### config.mk
export PLATFORM = sky130hd
export DESIGN_NAME = cpu_bus_master
export DESIGN_NICKNAME = d
export VERILOG_FILES = /design/src/rtl/cpu_bus_master.sv
export SDC_FILE = /design/constraint.sdc
export NUM_CORES = 1
export LEC_CHECK = 0
export ABC_CLOCK_PERIOD_IN_PS = 2180
export CORE_UTILIZATION = 41
export CTS_BUF_LIST = sky130_fd_sc_hd__clkbuf_8 sky130_fd_sc_hd__clkbuf_16
export DETAILED_ROUTE_END_ITERATION = 7
export HOLD_SLACK_MARGIN = 0.02
export PLACE_DENSITY = 0.79
export RECOVER_POWER = 100
export SETUP_SLACK_MARGIN = 0.4
export SYNTH_ARGS = -nofsm -noshare
export SYNTH_HDL_FRONTEND = slang
export SYNTH_SLANG_ARGS = --single-unit
### constraint.sdc
create_clock -name clk -period 2.18 [get_ports clk]
set_input_delay 0.436 -clock clk [delete_from_list [all_inputs] [get_ports clk]]
set_output_delay 0.436 -clock clk [all_outputs]
set_load 0.005 [all_outputs]
### src/rtl/cpu_bus_master.sv
// cpu_bus_master: initiator end of the MCU system bus inside the CPU.
// Turns single-byte core requests into timed bus cycles (addr_bus, read_en,
// write_en, memory_select), splits the data bus into data_in/data_out/data_oe
// and answers the core with a one-cycle rsp_valid pulse.
// Optional 1-byte code prefetch buffer: define CPU_BUS_PREFETCH_EN.
module cpu_bus_master #(
  parameter int unsigned WAIT_STATES = 0
) (
  input  logic        clk,
  input  logic        reset,
  input  logic        req_valid,
  output logic        req_ready,
  input  logic        req_write,
  input  logic        req_space,
  input  logic [15:0] req_addr,
  input  logic [7:0]  req_wdata,
  output logic        rsp_valid,
  output logic [7:0]  rsp_rdata,
  output logic        rsp_err,
  output logic [15:0] addr_bus,
  output logic        memory_select,
  output logic        read_en,
  output logic        write_en,
  output logic [7:0]  data_out,
  output logic        data_oe,
  input  logic [7:0]  data_in
);

  localparam logic [1:0] S_IDLE   = 2'd0;
  localparam logic [1:0] S_ACCESS = 2'd1;
  localparam logic [1:0] S_RESP   = 2'd2;
  localparam logic [3:0] WS       = 4'(WAIT_STATES);

  logic [1:0]  state;
  logic [3:0]  cnt;
  logic        wr_q, sp_q, err_q;
  logic [7:0]  wdata_q, rdata_q;
  logic [15:0] addr_q;
  logic        accept, illegal, bus_cyc;

`ifdef CPU_BUS_PREFETCH_EN
  logic        pf_valid, pf_cycle, pf_pend;
  logic [15:0] pf_addr, pf_next;
  logic [7:0]  pf_data;
  logic        pf_hit;

  // a pending prefetch owns the next IDLE cycle, so the core is held off
  assign req_ready = reset && (state == S_IDLE) && !pf_pend;
  assign pf_hit    = !req_write && !req_space && pf_valid && (req_addr == pf_addr);
`else
  assign req_ready = reset && (state == S_IDLE);
`endif

  assign accept  = req_valid && req_ready;
  // code space is read-only: accept, skip the bus, flag the response
  assign illegal = req_write && !req_space;

  // bus-side outputs decode straight from state so strobes can never overlap
  assign bus_cyc       = (state == S_ACCESS);
  assign read_en       = bus_cyc && !wr_q;
  assign write_en      = bus_cyc && wr_q;
  assign memory_select = bus_cyc && sp_q;
  assign data_oe       = write_en;
  assign data_out      = write_en ? wdata_q : 8'h00;
  assign addr_bus      = addr_q;
  assign rsp_valid     = (state == S_RESP);
  assign rsp_rdata     = rdata_q;
  assign rsp_err       = rsp_valid && err_q;

  // request sequencing: IDLE -> ACCESS (wait states) -> RESP -> IDLE
  always_ff @(posedge clk) begin
    if (!reset) begin
      state   <= S_IDLE;
      cnt     <= 4'd0;
      wr_q    <= 1'b0;
      sp_q    <= 1'b0;
      err_q   <= 1'b0;
      wdata_q <= 8'h00;
      rdata_q <= 8'h00;
      addr_q  <= 16'h0000;
`ifdef CPU_BUS_PREFETCH_EN
      pf_valid <= 1'b0;
      pf_cycle <= 1'b0;
      pf_pend  <= 1'b0;
      pf_addr  <= 16'h0000;
      pf_next  <= 16'h0000;
      pf_data  <= 8'h00;
`endif
    end else begin
      case (state)
        S_IDLE: begin
`ifdef CPU_BUS_PREFETCH_EN
          if (pf_pend) begin
            // speculative code read of the next byte; produces no response
            pf_pend  <= 1'b0;
            pf_cycle <= 1'b1;
            pf_valid <= 1'b0;
            pf_addr  <= pf_next;
            addr_q   <= pf_next;
            wr_q     <= 1'b0;
            sp_q     <= 1'b0;
            err_q    <= 1'b0;
            cnt      <= WS;
            state    <= S_ACCESS;
          end else
`endif
          if (accept) begin
            wr_q    <= req_write;
            sp_q    <= req_space;
            wdata_q <= req_wdata;
            err_q   <= illegal;
            cnt     <= WS;
            if (illegal) begin
              state <= S_RESP;
`ifdef CPU_BUS_PREFETCH_EN
            end else if (pf_hit) begin
              rdata_q <= pf_data;
              state   <= S_RESP;
`endif
            end else begin
              // data space is 256 bytes: upper address byte is forced low
              addr_q <= req_space ? {8'h00, req_addr[7:0]} : req_addr;
              state  <= S_ACCESS;
            end
`ifdef CPU_BUS_PREFETCH_EN
            if (!req_write && !req_space) begin
              pf_next <= req_addr + 16'd1;
              if (!pf_hit) pf_valid <= 1'b0;
            end
`endif
          end
        end
        S_ACCESS: begin
          if (cnt != 4'd0) begin
            cnt <= cnt - 4'd1;
          end else begin
`ifdef CPU_BUS_PREFETCH_EN
            if (pf_cycle) begin
              pf_data  <= data_in;
              pf_valid <= 1'b1;
              pf_cycle <= 1'b0;
              state    <= S_IDLE;
            end else
`endif
            begin
              if (!wr_q) rdata_q <= data_in;
              state <= S_RESP;
            end
          end
        end
        S_RESP: begin
          state <= S_IDLE;
`ifdef CPU_BUS_PREFETCH_EN
          // every completed core code read arms a prefetch of the next byte
          if (!wr_q && !sp_q && !err_q) pf_pend <= 1'b1;
`endif
        end
        default: state <= S_IDLE;
      endcase
    end
  end

endmodule
# Word level (Yosys, flattened, before mapping)
# Cells that the tools add are included.
# totals
reg_bits	41
inputBits	37
wordCells	43
# classes
addsub	1
n_eq_ne	5
muxes	9
n_bitwise	3
n_reduce_logical	17
# ops
cell	n
16-bit 2-to-1 mux	1
3-bit AND reduction	3
4-bit 2-to-1 mux	2
8-bit 2-to-1 mux	1
4-bit case mux with 2 select lines	1
1-bit logical AND	7
2-bit 2-to-1 mux	3
2-bit != test (second input constant)	2
2-bit case mux with 2 select lines	1
2-bit AND reduction	2
4-bit nonzero test	1
4-bit by 1-bit subtractor with 4-bit output (second input constant)	1
1-bit NOT	3
2-bit by 1-bit == test with 1-bit output (second input constant)	1
2-bit == test (second input constant)	1
1-bit logical NOT	2
2-bit logical NOT	1
2-bit by 1-bit != test with 1-bit output (second input constant)	1
2-bit nonzero test	1

# Logic depth before layout (Yosys ltp)
# depth
word_depth	5
ltp_mapped	5
mapped_depth_nobuf	5

# Worst setup path before layout
# Ideal clock, no wire load.
# synth_timing
path_type	register -> output
start	register state[0]
end	output write_en
arrival_ns	1.163
t_required_ns	1.744
slack_ns	0.581
path_stages_with_launch	5
path_buffers	2
cell_sequence	dfxtp_1 -> nor2b_1 -> clkbuf_1 -> and2_1 -> buf_4
# synth_between
elab_chain_cells	2
# synth_rtl
element	line	text
start, declared	34	logic [1:0] state;
start signal, assigned	73	state <= S_IDLE;
start signal, assigned	114	state <= S_RESP;
start signal, assigned	123	state <= S_ACCESS;
2-bit by 1-bit == test with 1-bit output	59	assign bus_cyc = (state == S_ACCESS);
1-bit logical AND	61	assign write_en = bus_cyc && wr_q;
end, declared	23	output logic write_en,
# Every way passes these cells.

# Worst setup path in the final report
# layout_timing
start	register state[1]
end	output memory_select
# layout_between
elab_chain_cells	2
# layout_rtl
element	line	text
2-bit by 1-bit == test with 1-bit output	59	
1-bit logical AND	62	assign memory_select = bus_cyc && sp_q;
end, declared	21	output logic memory_select,
# Every way passes these cells.

==> impl_metrics.tcl <==
set metrics [dict create \
    syn_to_final_growth_pct 63.1 \
    die_w_um 66.2 \
    grtUsageMet3_pct 7.41 \
    synth_cell_types 32 \
    yosysWarningCount 0 \
    cts_made_buffers 5 \
    synth_xor_area_share_pct 0 \
    synth_fa_ha_area_share_pct 1.48 \
    grt_util_met1_pct 22.9 \
    placed_cells 316 \
    finClkSkew_ns 0.00235 \
    hold_violations 0 \
    cts_root_buf "clkbuf_8" \
    worstReg2RegEnd "rsp_rdata[3]" \
    netlist_area_mm2 0.00169 \
    clockBufferDepth 2 \
    grt_overflow_total 0 \
    ys_seq_area_share_pct 48.6 \
    synth_top_family_by_area "simple AND/OR/NAND/NOR gates" \
    max-cap-violations 0 \
    io_pins 76 \
    setup_viol 0 \
    use_met2_pct 35.5 \
    nets 322 \
    ys_seq_elements 41 \
    crit_type "reg -> out" \
    ctsHoldBuffers 0 \
    worst_pin_slew_ns 0.596 \
    cts_tree "done" \
    cts.htree.levels 2 \
    critPathMaxFanout 5 \
    finalPower_uw 1650 \
    wl_per_cell_um 13.0 \
    fmax_ghz 0.511 \
    muxShareOfSynthArea_pct 5.92 \
    r2r_setup_slack_ns 0.38 \
    slew_viol_final 0 \
    gr-max-usage-layer "met2" \
    relSlewSlack_pct 60.3 \
    p_leak_uw 0.00131 \
    cp_data_arrival_time_ns 1.52 \
    ant_nets 0 \
    syn-num-nets 233 \
    hp-class "reg -> reg" \
    final_cells 332 \
    hp-start "wdata_q[5]" \
    holdPathStages 2 \
    period_needed_ns 1.96 \
    synthArstFlopShare_pct 0 \
    final_cell_mix "47 x nand2_1, 39 x dfxtp_1, 36 x clkdlybuf4s50_1, 25 x dlygate4sd3_1, 12 x nand3_1" \
    layout-drive-gt1-share_pct 13.4 \
    final_common_cell "nand2_1" \
    drt_iter0_drc 86 \
    antennaDiodeCount 0 \
    grt_usage_pct 20.5 \
    wirelength_mm 4.31 \
    yosys_most_used_dff "dfxtp_1" \
    clk_latency_ns 0.29 \
    avgSynthCellArea_um2 8.71 \
    reg2reg_depth 6 \
    antenna_found_initial 0 \
    grt_max_degree 35 \
    synth-compound-area-share_pct 12.5 \
    num_vias 1658 \
    clk_pin_slew_ns 0.07 \
    synth_edf_count 0 \
    post-route-period-util_pct 89.7 \
    rsz0062_at_grt "true" \
    outcome "complete, no violations" \
    powerDensity_mw_per_mm2 597 \
    cp-end-kind "primary output" \
    place.gp.congestion 0.695 \
    start_util_pct 44.5 \
    required_ns 1.74 \
    detail_route.vias_per_cell 4.99 \
    cts_sinks 41 \
    synth_simple_gate_area_share_pct 27.5 \
    ir_drop_mv 0.435 \
    fp.coreArea_mm2 0.00380 \
    drc 0 \
    die_h_um 66.2 \
    r2r_start "cnt[0]" \
    port_buffers 75 \
    dieArea_mm2 0.00438 \
    grt_pass1_wl_mm 6.77 \
    fp-row-count 22 \
    first_pass_iters 4 \
    hpwl_mm 2.89 \
    hold_end "wdata_q[5]" \
    synth_cells 194 \
    first_global_vias 1612 \
    worst_setup_path_start_kind "flop" \
    tns_ns 0 \
]
what timing repair did:
action	in CTS	in global routing
pin swaps	0	1
cloned	1	0
endpoints found under the setup margin	15	32
buffers inserted	1	6
gates resized for setup	16	27
per-stage QoR:
| step | setup slack [ns] | instance area [um^2] | utilization (%) | hold slack (ns) |
|---|---|---|---|---|
| finish | 0.224 | 2760 | 72.6 | 0.451 |
| global route | 0.116 | 2760 | 72.6 | 0.475 |
| CTS | 0.158 | 2690 | 70.7 | 0.455 |
| detailed placement | 0.111 | 2540 | 66.8 | 0.445 |
| global placement | 0.101 | 2540 | 66.8 | 0.438 |
| floorplan | 0.581 | 1690 | - | 0.432 |
cell type report:
type                    count  area (um^2)
clock inverters             2         33.8
flip-flops and latches     41          826
fillers                   321         1040
clock buffers               6         82.6
repair buffers             95          925
inverters                   4         15.0
well taps                  48         60.1
multi-input cells         136          816
layer usage:
layer  routed length [um]  vias up  share of wire, %
li1                     -      838                 -
met3                  311        6               7.2
met5                    0        -                 0
met2                 2120       53                49
met1                 1820      761                42
met4                   55        0               1.3
synth_stat cells (2+ instances only):
cell type	number	area, um^2
a22o_1	8	70.1
o21ai_0	8	40.0
a21oi_1	11	55.1
a31oi_1	2	12.5
mux2i_1	10	100
dfxtp_1	41	821
clkbuf_1	11	41.3
and3_1	8	50.1
inv_1	4	15.0
nand2b_1	5	31.3
nand2_1	47	176
nor2_1	3	11.3
nand3_1	12	60.1
and2_1	4	25.0
nor2b_1	2	12.5
ha_1	2	25.0
worst max path at each step:
stage,startpoint,endpoint,slack [ns],cells past startpoint
2_1_floorplan,state[0],write_en,0.58,4
3_3_place_gp,reset,req_ready,0.10,4
3_5_place_dp,reset,addr_bus[7],0.11,5
4_1_cts,state[1],data_out[4],0.16,4
5_1_grt,state[0],memory_select,0.12,5
6_report,state[1],memory_select,0.22,5
registers in the layout, indices dropped and copies added (netlist names):
register	flops
addr_bus	16
rsp_rdata	8
sp_q	1
wdata_q	8
state	2
cnt	4
err_q	1
wr_q	1
worst max-delay path: stages (launching register included):
cell             delay [ns]
dfxtp_4                0.36
nor2b_1                0.17
clkbuf_1               0.18
buf_6                  0.13
and2_1                 0.12
clkdlybuf4s25_1        0.27
logic make-up (layout without fill, tap and decap cells):
logic type | after synthesis | in the layout
muxes | 10 | 10
and+or+nand+nor | 91 | 91
adders and majority gates | 2 | 2
buffers and inverters | 17 | 107
DFF | 41 | 41
AOI/OAI and AO/OA | 33 | 33
where the power goes:
| part | switching [uW] | internal (uW) |
|---|---|---|
| clock network | 250 | 368 |
| logic | 91.6 | 138 |
| registers | 17.6 | 780 |
| total | 359 | 1290 |
Power figures use the tool's default switching activity.
==> edit 1 (same settings) <==
Build with the macro `CPU_BUS_PREFETCH_EN` defined.
--- a/src/rtl/cpu_bus_master.sv
+++ b/src/rtl/cpu_bus_master.sv
@@ -5,2 +5,4 @@
 // Optional 1-byte code prefetch buffer: define CPU_BUS_PREFETCH_EN.
+`define CPU_BUS_PREFETCH_EN
+
 module cpu_bus_master #(
Function: changed (Yosys sat finds a counterexample within 4 cycles, from zero or initial values and one cycle with reset low).
==> edit 1 against the original RTL <==
  * Sequential cell count increased by 43
  * Final area increased by 140%
  * Synthesized cell count increased to 2.7 times the old value
  * Cell count increased by 140%
  * Wire length increased to 3.7 times the old value
  * Setup slack got worse by 150 ps
  * Synthesized area increased to 2.5 times the old value
  * Total power increased to 3.0 times the old value
  * Largest power group is now combinational cells
  * Highest routed layer unchanged
==> edit 1: results (changes against the original RTL) <==
Run status
  – Status: completed (unchanged)

Pwr
  – P_comb: 1.96 mW (was 0.230 mW)
  – Power per cell area: 749 mW/mm² (was 597 mW/mm²)
  – Clock-net power: 1.09 mW (was 0.618 mW)

Logic synthesis
  – XOR/XNOR Fraction of Synth Area: 6.50% (was 0%)
  – Sequential share of the synthesized area: 39.0% (was 48.6%)
  – Synth Area in Adders: 0.871% (was 1.48%)
  – Top cells by count, synth: dfxtp_1, nand2_1, nor2_1 (was nand2_1, dfxtp_1, nand3_1)

Setup path
  – WP data arrival: 2360 ps (was 1520 ps)
  – Worst-path fanout max: 7 (was 5)
  – Worst reg-to-reg path cell count: 10 (was 6)
  – End of the critical path: addr_bus[0] (was memory_select)
  – CP peak stage delay: 390 ps (was 360 ps)
  – CP max stage cell: dfxtp_1 (was dfxtp_4)

Routing
  – DRT met1 WL: 6030 µm (was 1820 µm)
  – Routed wire length: 16000 µm (was 4310 µm)

Global route
  – Met3 usage: 5.24% (was 7.41%)
  – Met2 Use GR: 49.6% (was 35.5%)
  – Grt met1 use: 33.2% (was 22.9%)

CTS
  – Clock Latency Late Sink: 370 ps (was 290 ps)
  – H-tree Lvls: 3 (was 2)

Finish
  – Fillers: 819 (was 321)
  – Area of the multi-input gates: 0.00282 mm² (was 816 µm²)

STA
  – Final setup margin: 74.3 ps (was 224 ps)
  – Hold WS: 470 ps (was 451 ps)

Placement
  – Hpwl dp: 8540 µm (was 2890 µm)
  – Pre-CTS WS: -207 ps (was 111 ps)

Worst hold path
  – Hold Crit Start: wdata_q[2] (was wdata_q[5])
-- edit 1: changes by cell type after synthesis, sizes merged, moves of 9 or more --
cell    before  now
xnor2        0   23
clkbuf      11   21
a221o        0   14
a21oi       11   47
nor3         2   14
buf          2   17
a211o        0    9
nand2       47   57
nor2         3   57
dfxtp       41   84
o21ai        8   26
nand4        1   10
xor2         0    9
and3         8   17
-- edit 1: repair_timing --
| item | in CTS | in global routing |
|---|---|---|
| endpoints found under the setup margin | 70 | 84 |
| setup buffers | 31 | 11 |
| pin swaps | 63 | 11 |
| gates resized for setup | 146 | 56 |
| endpoints found under the hold margin | 0 | 0 |
| cloned | 7 | 0 |
| hold buffers | 0 | 0 |
-- edit 1: area by class of cell --
class / count / share of cell area (%)
clock buffer: 12 / 2.52
clock inverter: 4 / 0.363
inverter: 5 / 0.287
multi-input combinational: 394 / 43.1
sequential: 84 / 25.7
tap: 136 / 2.60
timing repair buffer: 177 / 25.4
==> edit 2 (config.mk and constraints unchanged) <==
Without the edit above. Register the output `rsp_err`, cleared by the reset; this adds one clock of latency there. The other outputs are not delayed to match.
--- a/src/rtl/cpu_bus_master.sv
+++ b/src/rtl/cpu_bus_master.sv
@@ -67,3 +67,9 @@
   assign rsp_rdata     = rdata_q;
-  assign rsp_err       = rsp_valid && err_q;
+  always_ff @(posedge clk) begin
+    if (!reset) begin
+      rsp_err <= '0;
+    end else begin
+      rsp_err <= rsp_valid && err_q;
+    end
+  end
 
Check against the original RTL: not equivalent (Yosys sat finds a counterexample within 4 cycles, from zero or initial values and one cycle with reset low).
==> edit 2 against the original RTL <==
  * Largest power group unchanged
  * Synthesized area is 2.8% higher
  * Utilization is 6.7 points lower
  * Setup slack better by 90 ps
  * Clock skew is 0.74 ps higher
  * Combinational power is 7% lower
  * Wire length is 2.9% lower
  * Cell count is 1.8% lower
  * Sequential cell count is 1 higher
  * Final area is 3.7% lower
  * Total power is 6.3% lower
  * Highest routed layer unchanged
==> edit 2: results (changes against the original RTL) <==
Pwr
  – Lkg Pwr: 1.22 nW (was 1.31 nW)
  – Sequential power share: 53.0% (was 48.5%)
  – Power per cell area: 581 mW/mm² (was 597 mW/mm²)
  – Peak supply drop: 389 µV (was 435 µV)
  – Clock-net power: 0.511 mW (was 0.618 mW)
  – Int Pwr: 1.18 mW (was 1.29 mW)

Setup path
  – End of the critical path: data_out[7] (was memory_select)
  – Worst-path fanout max: 6 (was 5)
  – Reg2reg end: rsp_rdata[1] (was rsp_rdata[3])
  – WP data arrival: 1430 ps (was 1520 ps)
  – Internal reg-to-reg setup slack: 400 ps (was 380 ps)
  – Delay-heaviest family, CP: buffers and inverters (unchanged)
  – Worst Setup SP: state[0] (was state[1])
  – CP max stage cell: dfxtp_1 (was dfxtp_4)

Worst hold path
  – Min-Delay Endpoint: state[1] (was wdata_q[5])
  – Hold depth: 3 (was 2)
  – Worst Hold Class: in2reg (was reg2reg)
  – Hold Crit Start: reset (was wdata_q[5])

Logic synthesis
  – Top cells by count, synth: nand2_1, dfxtp_1, a21boi_0, clkbuf_1 (was nand2_1, dfxtp_1, nand3_1)
  – Syn nets: 233 (unchanged)
  – Top cells by area, synth: dfxtp_1, nand2_1, mux2i_1 (unchanged)
  – Synthesized area per cell: 8.96 µm² (was 8.71 µm²)
  – Synth Area in Adders: 1.44% (was 1.48%)
  – Yosys cell types: 31 (was 32)
  – Sequential share of the synthesized area: 48.4% (was 48.6%)
  – Post-synthesis mux area share: 5.76% (was 5.92%)
  – Synth Warn #: 0 (unchanged)
  – Compound-Gate Fraction of Synth Area: 13.5% (was 12.5%)

Routing
  – Routed wire length: 4180 µm (was 4310 µm)
  – DRT met1 WL: 1780 µm (was 1820 µm)
  – Met2 wire length: 1940 µm (was 2120 µm)
  – Drt pass-1 iters: 5 (was 4)
  – Drt wl/cell: 12.8 µm (was 13.0 µm)
  – Metal3 WL: 404 µm (was 311 µm)
  – Vias per Instance: 5.07 (was 4.99)
  – Starting DRT DRC Count: 69 (was 86)

STA
  – Clock skew: 3.09 ps (was 2.35 ps)
  – Hold WS: 429 ps (was 451 ps)
  – Slew headroom: 67.9% (was 60.3%)

Finish
  – Final nets: 314 (was 322)
  – Fillers: 356 (was 321)
  – Share of layout cells above drive strength 1: 9.78% (was 13.4%)

Placement
  – Hpwl dp: 2750 µm (was 2890 µm)
  – Placer Congestion: 0.738 (was 0.695)

Global route
  – Largest net degree at the start of global routing: 37 (was 35)
  – Met3 usage: 8.73% (was 7.41%)
  – First-pass GRT wire length: 6530 µm (was 6770 µm)
  – Number of global-route vias before repair: 1504 (was 1612)
  – Grt met1 use: 22.2% (was 22.9%)
  – Met2 Use GR: 32.3% (was 35.5%)
  – Total GRT Usage: 19.6% (was 20.5%)

Run status
  – Status: completed (unchanged)
[edit 2: worst reg2reg max path, delay by kind of cell (launching register included)]
kind                       cells  cell delay [ps]
buffers and inverters          2              280
muxes                          1              180
DFF                            1              330
and+or+nand+nor                2              770
adders and majority gates      1              140
[edit 2: cell type report]
cell class	count	area, µm²	share of cell area (%)
Sequential cell	42	842	31.7
Timing Repair Buffer	88	836	31.5
Multi-Input combinational cell	135	812	30.6
Clock buffer	6	82.6	3.11
Tap cell	50	62.6	2.36
Inverter	3	11.3	0.424
Clock inverter	2	8.76	0.330
[edit 2: per-stage QoR]
stage | area, µm² | setup slack (ps)
detailed placement | 2530 | 157
global placement | 2530 | 200
global route | 2660 | 188
CTS | 2660 | 136
finish | 2660 | 314
floorplan | 1740 | 623
[edit 2: what timing repair did]
action	CTS	global route
cloned	1	0
buffers inserted	3	3
pin swaps	0	1
endpoints found under the setup margin	14	28
endpoints found under the hold margin	0	0
gates resized for setup	18	20
